### config.mk
export PLATFORM = sky130hd
export DESIGN_NAME = mem_stage_sram
export DESIGN_NICKNAME = d
export VERILOG_FILES = /design/src/rtl/arm_pkg.sv /design/src/rtl/mem_wb_reg.sv /design/src/rtl/mem_stage_sram.sv
export SDC_FILE = /design/constraint.sdc
export NUM_CORES = 2
export LEC_CHECK = 0
export ABC_AREA = 1
export BUFFER_PORTS_ARGS = -buffer_cell sky130_fd_sc_hd__buf_2
export CAP_MARGIN = 40
export CORE_ASPECT_RATIO = 1.4
export CORE_MARGIN = 8
export CORE_UTILIZATION = 41
export DETAILED_ROUTE_END_ITERATION = 7
export HOLD_SLACK_MARGIN = 0.02
export PLACE_DENSITY = 0.57
export SLEW_MARGIN = 20
export SYNTH_ARGS = -nofsm -noshare
export SYNTH_HDL_FRONTEND = slang
export SYNTH_SLANG_ARGS = --single-unit
### constraint.sdc
create_clock -name clk -period 7.5 [get_ports clk]
set_input_delay 0.75 -clock clk [delete_from_list [all_inputs] [get_ports clk]]
set_output_delay 0.75 -clock clk [all_outputs]
set_load 0.005 [all_outputs]
### src/rtl/arm_pkg.sv
// Shared definitions for the pipeline stages.
//   mem_state_t : MEM-stage access FSM state (IDLE, BUSY, DONE)
//   WORD_W      : datapath word width
//   REG_ADDR_W  : register-file address width
//   sat_inc     : saturating 32-bit increment used by the statistics counters
package arm_pkg;

    localparam int unsigned WORD_W     = 32;
    localparam int unsigned REG_ADDR_W = 4;

    typedef enum logic [1:0] {
        IDLE = 2'd0,
        BUSY = 2'd1,
        DONE = 2'd2
    } mem_state_t;

    function automatic logic [WORD_W-1:0] sat_inc(input logic [WORD_W-1:0] v);
        return (v == '1) ? v : v + 1'b1;
    endfunction

endpackage

### src/rtl/mem_wb_reg.sv
// MEM/WB pipeline register with bubble-on-freeze.
//   clk, rst         : clock, asynchronous active-high reset (all fields clear)
//   freeze           : MEM stage is stalled; load a bubble (WB_EN/MEM_R_EN = 0,
//                      other fields hold)
//   ld_en            : a load completes this cycle; capture mem_result_d
//   *_d              : next values from the MEM stage
//   *_q              : registered MEM/WB fields feeding the WB stage
module mem_wb_reg
    import arm_pkg::*;
(
    input  logic                  clk,
    input  logic                  rst,
    input  logic                  freeze,
    input  logic                  ld_en,
    input  logic                  wb_en_d,
    input  logic                  mem_r_en_d,
    input  logic [WORD_W-1:0]     alu_result_d,
    input  logic [WORD_W-1:0]     mem_result_d,
    input  logic [REG_ADDR_W-1:0] dest_d,
    output logic                  wb_en_q,
    output logic                  mem_r_en_q,
    output logic [WORD_W-1:0]     alu_result_q,
    output logic [WORD_W-1:0]     mem_result_q,
    output logic [REG_ADDR_W-1:0] dest_q
);

    always_ff @(posedge clk or posedge rst) begin
        if (rst) begin
            wb_en_q      <= 1'b0;
            mem_r_en_q   <= 1'b0;
            alu_result_q <= '0;
            mem_result_q <= '0;
            dest_q       <= '0;
        end else if (freeze) begin
            // Bubble: the held EXE instruction must not write back twice.
            wb_en_q    <= 1'b0;
            mem_r_en_q <= 1'b0;
        end else begin
            wb_en_q      <= wb_en_d;
            mem_r_en_q   <= mem_r_en_d;
            alu_result_q <= alu_result_d;
            dest_q       <= dest_d;
            if (ld_en) begin
                mem_result_q <= mem_result_d;
            end
        end
    end

endmodule

### src/rtl/mem_stage_sram.sv
// MEM pipeline stage with a fixed-latency word-addressed data memory.
//   clk, rst       : clock, asynchronous active-high reset
//   WB_EN_IN       : writeback enable from the EXE register
//   MEM_R_EN_IN    : load request (wins over a simultaneous store)
//   MEM_W_EN_IN    : store request
//   ALU_result_IN  : byte address for loads/stores, passthrough otherwise
//   ST_val_IN      : store data
//   Dest_IN        : destination register
//   freeze         : combinational stall for IF/ID/EXE registers
//   WB_EN, MEM_R_EN, ALU_result, MEM_result, Dest : MEM/WB register outputs
// Optional build macro MEM_STAT_EN adds saturating counters rd_count,
// wr_count and stall_count.
module mem_stage_sram
    import arm_pkg::*;
#(
    parameter int unsigned DEPTH       = 64,
    parameter int unsigned BASE_ADDR   = 1024,
    parameter int unsigned WAIT_CYCLES = 4
) (
    input  logic                  clk,
    input  logic                  rst,
    input  logic                  WB_EN_IN,
    input  logic                  MEM_R_EN_IN,
    input  logic                  MEM_W_EN_IN,
    input  logic [WORD_W-1:0]     ALU_result_IN,
    input  logic [WORD_W-1:0]     ST_val_IN,
    input  logic [REG_ADDR_W-1:0] Dest_IN,
    output logic                  freeze,
    output logic                  WB_EN,
    output logic                  MEM_R_EN,
    output logic [WORD_W-1:0]     ALU_result,
    output logic [WORD_W-1:0]     MEM_result,
    output logic [REG_ADDR_W-1:0] Dest
`ifdef MEM_STAT_EN
    ,
    output logic [WORD_W-1:0]     rd_count,
    output logic [WORD_W-1:0]     wr_count,
    output logic [WORD_W-1:0]     stall_count
`endif
);

    localparam int unsigned CNT_W = (WAIT_CYCLES > 0) ? WAIT_CYCLES : 1;
    localparam int unsigned IDX_W = (DEPTH > 1) ? $clog2(DEPTH) : 1;
    localparam logic [CNT_W-1:0] CNT_INIT =
        CNT_W'((WAIT_CYCLES > 0) ? WAIT_CYCLES - 1 : 0);

    mem_state_t state, state_nxt;
    logic [CNT_W-1:0] cnt, cnt_nxt;

    logic mem_op;
    logic is_read;
    logic is_write;
    logic complete;

    logic [WORD_W-1:0] offset;
    logic [WORD_W-1:0] word_idx;
    logic [IDX_W-1:0]  idx;
    logic              in_range;
    logic [WORD_W-1:0] rd_data;

    logic [WORD_W-1:0] mem [DEPTH];

    // ---------------------------------------------------------------
    // Request decode and address mapping
    // ---------------------------------------------------------------
    always_comb begin
        mem_op   = MEM_R_EN_IN | MEM_W_EN_IN;
        is_read  = MEM_R_EN_IN;
        is_write = MEM_W_EN_IN & ~MEM_R_EN_IN;

        offset   = ALU_result_IN - WORD_W'(BASE_ADDR);
        word_idx = offset >> 2;
        // The lower bound is checked on the raw address so a wrapped
        // negative offset never aliases into the array.
        in_range = (ALU_result_IN >= WORD_W'(BASE_ADDR)) && (word_idx < DEPTH);
        idx      = word_idx[IDX_W-1:0];
        rd_data  = in_range ? mem[idx] : '0;
    end

    // ---------------------------------------------------------------
    // Access FSM: state register
    // ---------------------------------------------------------------
    always_ff @(posedge clk or posedge rst) begin
        if (rst) begin
            state <= IDLE;
            cnt   <= '0;
        end else begin
            state <= state_nxt;
            cnt   <= cnt_nxt;
        end
    end

    // ---------------------------------------------------------------
    // Access FSM: next state
    // The IDLE cycle counts as the first stall cycle, so BUSY exits one
    // count early (cnt==1) and a single-cycle wait skips BUSY entirely;
    // this keeps the stall at exactly WAIT_CYCLES for every setting.
    // ---------------------------------------------------------------
    always_comb begin
        state_nxt = state;
        cnt_nxt   = cnt;
        unique case (state)
            IDLE: begin
                if (mem_op && (WAIT_CYCLES > 0)) begin
                    if (WAIT_CYCLES == 1) begin
                        state_nxt = DONE;
                    end else begin
                        state_nxt = BUSY;
                        cnt_nxt   = CNT_INIT;
                    end
                end
            end
            BUSY: begin
                if (cnt != '0) begin
                    cnt_nxt = cnt - 1'b1;
                end
                if (cnt <= CNT_W'(1)) begin
                    state_nxt = DONE;
                end
            end
            DONE: begin
                state_nxt = IDLE;
            end
            default: begin
                state_nxt = IDLE;
                cnt_nxt   = '0;
            end
        endcase
    end

    // ---------------------------------------------------------------
    // Access FSM: outputs
    // ---------------------------------------------------------------
    always_comb begin
        complete = (state == DONE) || ((state == IDLE) && (WAIT_CYCLES == 0));
        // rst forces the stall low at once, since the held inputs would
        // otherwise keep it asserted while the FSM sits in reset.
        freeze   = mem_op & ~complete & ~rst;
    end

    // ---------------------------------------------------------------
    // Data memory (contents not reset)
    // ---------------------------------------------------------------
    always_ff @(posedge clk) begin
        if (!rst && complete && is_write && in_range) begin
            mem[idx] <= ST_val_IN;
        end
    end

    // ---------------------------------------------------------------
    // MEM/WB register
    // ---------------------------------------------------------------
    mem_wb_reg u_mem_wb_reg (
        .clk          (clk),
        .rst          (rst),
        .freeze       (freeze),
        .ld_en        (complete & is_read),
        .wb_en_d      (WB_EN_IN),
        .mem_r_en_d   (MEM_R_EN_IN),
        .alu_result_d (ALU_result_IN),
        .mem_result_d (rd_data),
        .dest_d       (Dest_IN),
        .wb_en_q      (WB_EN),
        .mem_r_en_q   (MEM_R_EN),
        .alu_result_q (ALU_result),
        .mem_result_q (MEM_result),
        .dest_q       (Dest)
    );

`ifdef MEM_STAT_EN
    // ---------------------------------------------------------------
    // Saturating access/stall statistics
    // ---------------------------------------------------------------
    always_ff @(posedge clk or posedge rst) begin
        if (rst) begin
            rd_count    <= '0;
            wr_count    <= '0;
            stall_count <= '0;
        end else begin
            if (complete && is_read) begin
                rd_count <= sat_inc(rd_count);
            end
            if (complete && is_write) begin
                wr_count <= sat_inc(wr_count);
            end
            if (freeze) begin
                stall_count <= sat_inc(stall_count);
            end
        end
    end
`endif

endmodule
* Yosys cells after proc, flatten, opt, wreduce, memory -nomap -nowiden
Memory sizes are Yosys's and may differ from the RTL's. Cells that the tools add are included. Widths: inputs -> output; s select.
Cells by class: bitwise operators 9, eq/ne operators 5, add/subtract/negate cells 2, $lt $le $gt $ge 3, reduce and logical (&&, ||, !) cells 10, muxes and demuxes 11
Operators by type and width (count):
- $ge 32x11->1 const B | 1
- $mux 32 | 1
- $sub 32x11->32 const B | 1
- $lt 30x7->1 const B | 1
- $pmux 4 s3 | 1
- $mux 4 | 2
- $ne 2x2->1 const B | 3
- $and 1x1->1 | 4
- $le 4x1->1 const B | 1
- $logic_and 1x1->1 | 4
- $mux 1 | 4
- $mux 2 | 2
- $not 1->1 | 4
- $pmux 2 s2 | 1
- $reduce_and 2->1 | 2
- $reduce_bool 4->1 | 1
- $sub 4x1->4 const B | 1
- $reduce_and 3->1 | 1
- $eq 2x1->1 const B | 1
- $eq 2x2->1 const B | 1
- $logic_not 2->1 | 1
- $logic_not 1->1 | 1
- $or 1x1->1 | 1
Word-level totals: output and inout bits 71, memories kept 1, register bits 76, memory bits (writable) 2048
Memory list:
- mem | depth 64, bits a word 32, rd ports 1, clocked after memory_dff 0, wr ports 1, line mem_stage_sram.sv:61 | logic [WORD_W-1:0] mem [DEPTH];

* Logic depth before layout (Yosys ltp)
word-level depth 6, mapped depth 17, mapped depth without buffers 14

* Cells and area by module
From an unflattened synthesis, not the netlist that was laid out.
Second synthesis, totals: cell total of the unflattened synthesis 7755, area total of the unflattened synthesis 86508.0 µm²
By module, submodules not included:
- mem_stage_sram | cells an instance 7456, instances 1, area an instance 83820.4 µm²
- mem_wb_reg | cells an instance 299, instances 1, area an instance 2687.6 µm²

* Worst setup path after synthesis
No wires, ideal clock.
path kind input to register, start input ALU_result_IN[12], end memory mem[0][0] (enable), buffers on the path 1, path slack 3.791 ns, cell stages on the path 12, arrival time 3.288 ns, data required time 7.079 ns, library setup time 0.421 ns, cells stage by stage nor2_2 nand2_2 nor2_4 nand2_1 nand2_1 nand2_1 nor2_1 nand2_1 nor2_4 nand4_4 buf_6 nor2_1
Between the ends: cells in the longest elaborated chain, start to end 6
Ends and longest elaborated chain:
- from (decl) | line mem_stage_sram.sv:25 | input logic [WORD_W-1:0] ALU_result_IN,
- $sub 32x11->32 | line mem_stage_sram.sv:71 | offset = ALU_result_IN - WORD_W'(BASE_ADDR);
- $lt 30x7->1 | line mem_stage_sram.sv:75 | in_range = (ALU_result_IN >= WORD_W'(BASE_ADDR)) && (word_idx < DEPTH);
- $logic_and 1x1->1 (*) | line mem_stage_sram.sv:75
- $logic_and 1x1->1 (*) | line mem_stage_sram.sv:145 | if (!rst && complete && is_write && in_range) begin
- $mux 1 (*) | line mem_stage_sram.sv:145
- $mux 1 (implied by the code) (*) | line mem_stage_sram.sv:146 | mem[idx] <= ST_val_IN;
- to (decl) | line mem_stage_sram.sv:61
Mark *: on every way between the ends. The rest lies on a longest branch, timed or not.

* Worst setup path in the final report
start input ALU_result_IN[3], end register u_mem_wb_reg.mem_result_q[30]
Between the ends: cells in the longest elaborated chain, start to end 4
Ends and longest elaborated chain:
- $sub 32x11->32 | line mem_stage_sram.sv:71
- $lt 30x7->1 | line mem_stage_sram.sv:75
- $logic_and 1x1->1 | line mem_stage_sram.sv:75
- $mux 32 (*) | line mem_stage_sram.sv:77 | rd_data = in_range ? mem[idx] : '0;
- to (signal assigned) | line mem_wb_reg.sv:44 | mem_result_q <= mem_result_d;
- to (decl) | line mem_wb_reg.sv:23 | output logic [WORD_W-1:0] mem_result_q,
Marks and branches as above. A chain may end at the register's enable or synchronous reset.

==> impl_metrics.ini <==
[run_status]
status = completed

[synthesis]
synthTopCellsByArea = edfxtp_1, nand2_1, nand3_1, nor2_1, inv_1
yosysSeqAreaShare = 0.7213
netlist_instances = 8091
ys_types = 30
syn_area_mm2 = 0.08790
yosysWarnings = 0
synth_area_leader_cell = edfxtp_1
synth.avg_cell_area_um2 = 10.86
ys_seq_elements = 2124
synth_top_area_frac = 0.6997
syn_nets = 8167

[worst_setup_path]
worstPathMaxFanout = 68
path_class = in -> reg
arrival_ns = 4.69
cp_num_buf_inv = 5
slowest_delay_ns = 0.55
slowest_stage = buf_4
cp_top_family = buffers and inverters
start_kind = input port
end_kind = flop
crit_top_cell = nand2_1
path_cells = buf_8, nand2_2, inv_4, buf_12, buf_4, buf_4, nand3_1, nand2_1, o21ai_0, nand2_1, nor2_1, a21oi_1, nand2_1, nand2_1
required_ns = 8.28

[global_routing]
antenna_found_initial = 21
grt_usage = 0.2376
grt_pass1_vias = 56590
grt_max_degree = 191
grt-ovfl-total = 0
grt_pass1_wl_mm = 405.9

[timing]
holdWs_ns = 0.08362
timing.fmax_mhz = 255.9
finalMaxSlewViolations = 0
fin_skew_ns = 0.07206
max_slew_margin = 0.2925
setup-violations-final = 0
rsz0062_at_grt = no
hold_viol = 0
tightest_slew_ns = 1.061
period_needed_ns = 3.908
fin_setup_tns_ns = 0
period_share = 0.5210

[power]
cellPowerDensity_mw_per_mm2 = 249.3
p_leak_nw = 38.82
vdd_drop_max_mv = 0.1928

[place]
hpwl_mm = 172.9
portBuffers = 143
gp_congestion = 0.8813
placed_area_mm2 = 0.09348

[clock_tree]
cts_resized = 0
root_buffer = clkbuf_16
htreeDepth = 4
hold_buffers = 4
clockBufferDepth = 4
cts_buffers = 208
cts.sinks = 2124
clk_latency_ns = 0.89
tritoncts = done
clk_pin_slew_ns = 0.06
cts_setup_buffers = 0

[die]
fp-row-count = 201
coreArea_mm2 = 0.2138
floorplan.initialDensity = 0.4112
io_pins = 144
dieArea_mm2 = 0.2297
die_h_um = 563.8
die_w_um = 407.3

[cells_and_area]
ff_latch_area_mm2 = 0.06340
nets = 8277
fill_cells = 19460
multi_input_area_mm2 = 0.02090
fin_area_mm2 = 0.1001
layout-drive-gt1-share = 0.08404
area_delta_synth_final_pct = 13.85
final_common_cell = nand2_1
layout_common_cells = nand2_1, edfxtp_1, nor2_1, nand3_1, inv_1

[detailed_routing]
drtIter0Drc = 7648
post_drt_wl_per_cell_um = 25.14
antenna_left = 0
dr.pass1.iters = 6
drc = 0
routed_via_density = 5.310
vias = 59560
wl_mm = 281.9

[hold_path]
hold_class = in -> reg

[flow_run]
drv_cap = 0
## Yosys cell counts
library cell,instances
dfrtp_1,76
and2_1,2
nand4_1,119
buf_2,243
nand2_1,3212
o21bai_1,3
nand4_4,1
nor2_4,5
buf_1,26
o21ai_0,287
nand2_2,2
clkbuf_1,122
inv_2,5
o21ai_1,1
inv_1,553
or2_2,9
nand3b_1,1
o211ai_1,4
nor2_1,690
nor3_1,10
nor2_2,27
buf_6,10
clkinv_1,1
a21oi_1,42
ha_1,3
or2_1,1
buf_4,18
nand3_1,569
edfxtp_1,2048
or3_1,1
## logic make-up (layout without fill, tap and decap cells)
family / count (synthesis) / in the layout / share of synthesized area
fa+ha+maj: 3 / 3 / 0.0004271
simple gates: 4649 / 4649 / 0.2120
compound gates: 337 / 337 / 0.01939
flops: 2124 / 2124 / 0.7213
other cells: 0 / 8 / 0
buf+inv: 978 / 1252 / 0.04685
## tightest hold or removal path: stages
cell and delay (ns):
buf_2 0.08, nand2_1 0.04, nand2_1 0.04
## power breakdown
part / internal, mW / switching, mW / leakage [nW]
Clock: 5.71 / 4.51 / 3.15
Combinational: 0.369 / 1.26 / 16.3
Sequential: 13.0 / 0.0379 / 19.4
Total: 19.1 / 5.81 / 38.8
## routing by layer
metal | vias up | track usage | share of wire
met3 | 454 | 0.03242 | 0.081
li1 | 27040 | - | -
met1 | 29380 | 0.3254 | 0.40
met2 | 2688 | 0.3853 | 0.47
met5 | - | 0 | 0.000032
met4 | 2 | 0.09488 | 0.046
## registers in the layout, indices dropped and copies added (netlist names)
signal	flops
u_mem_wb_reg.mem_r_en_q	1
u_mem_wb_reg.dest_q	4
u_mem_wb_reg.alu_result_q	32
cnt	4
u_mem_wb_reg.wb_en_q	1
state	2
u_mem_wb_reg.mem_result_q	32
mem	2048
## final timing paths
path,startpoint,depth (start not counted),to,slack (ns)
setup / recovery,ALU_result_IN[3],14,u_mem_wb_reg.mem_result_q[30],3.59
hold / removal,Dest_IN[2],3,u_mem_wb_reg.dest_q[2],0.08
setup reg to reg,state[1],8,mem[40][30],4.16
hold reg to reg,u_mem_wb_reg.dest_q[2],2,u_mem_wb_reg.dest_q[2],0.47
max in group asynchronous,rst,5,u_mem_wb_reg.mem_result_q[6],6.22
min in group asynchronous,rst,3,state[1],0.35
## through the flow
step           worst slack [ns]  cells    util  total power, mW
2_1_floorplan             3.791   8091       -            14.11
3_3_place_gp              2.638  10740  0.4281            14.92
3_5_place_dp              2.800  10830  0.4373            14.96
4_1_cts                   3.654  11200  0.4677            25.08
5_1_grt                   3.475  11210  0.4680            25.60
6_report                  3.592  11220  0.4681            24.94
## layout make-up
class | instances | share of cell area
multi-input cells | 4989 | 0.2089
clock inverters | 102 | 0.009490
clock buffers | 272 | 0.05502
flip-flops and latches | 2124 | 0.6336
repair buffers | 319 | 0.03611
diodes | 8 | 0.0002001
well taps | 2842 | 0.03554
inverters | 559 | 0.02119
No activity file was read; power rests on OpenSTA's default activity.
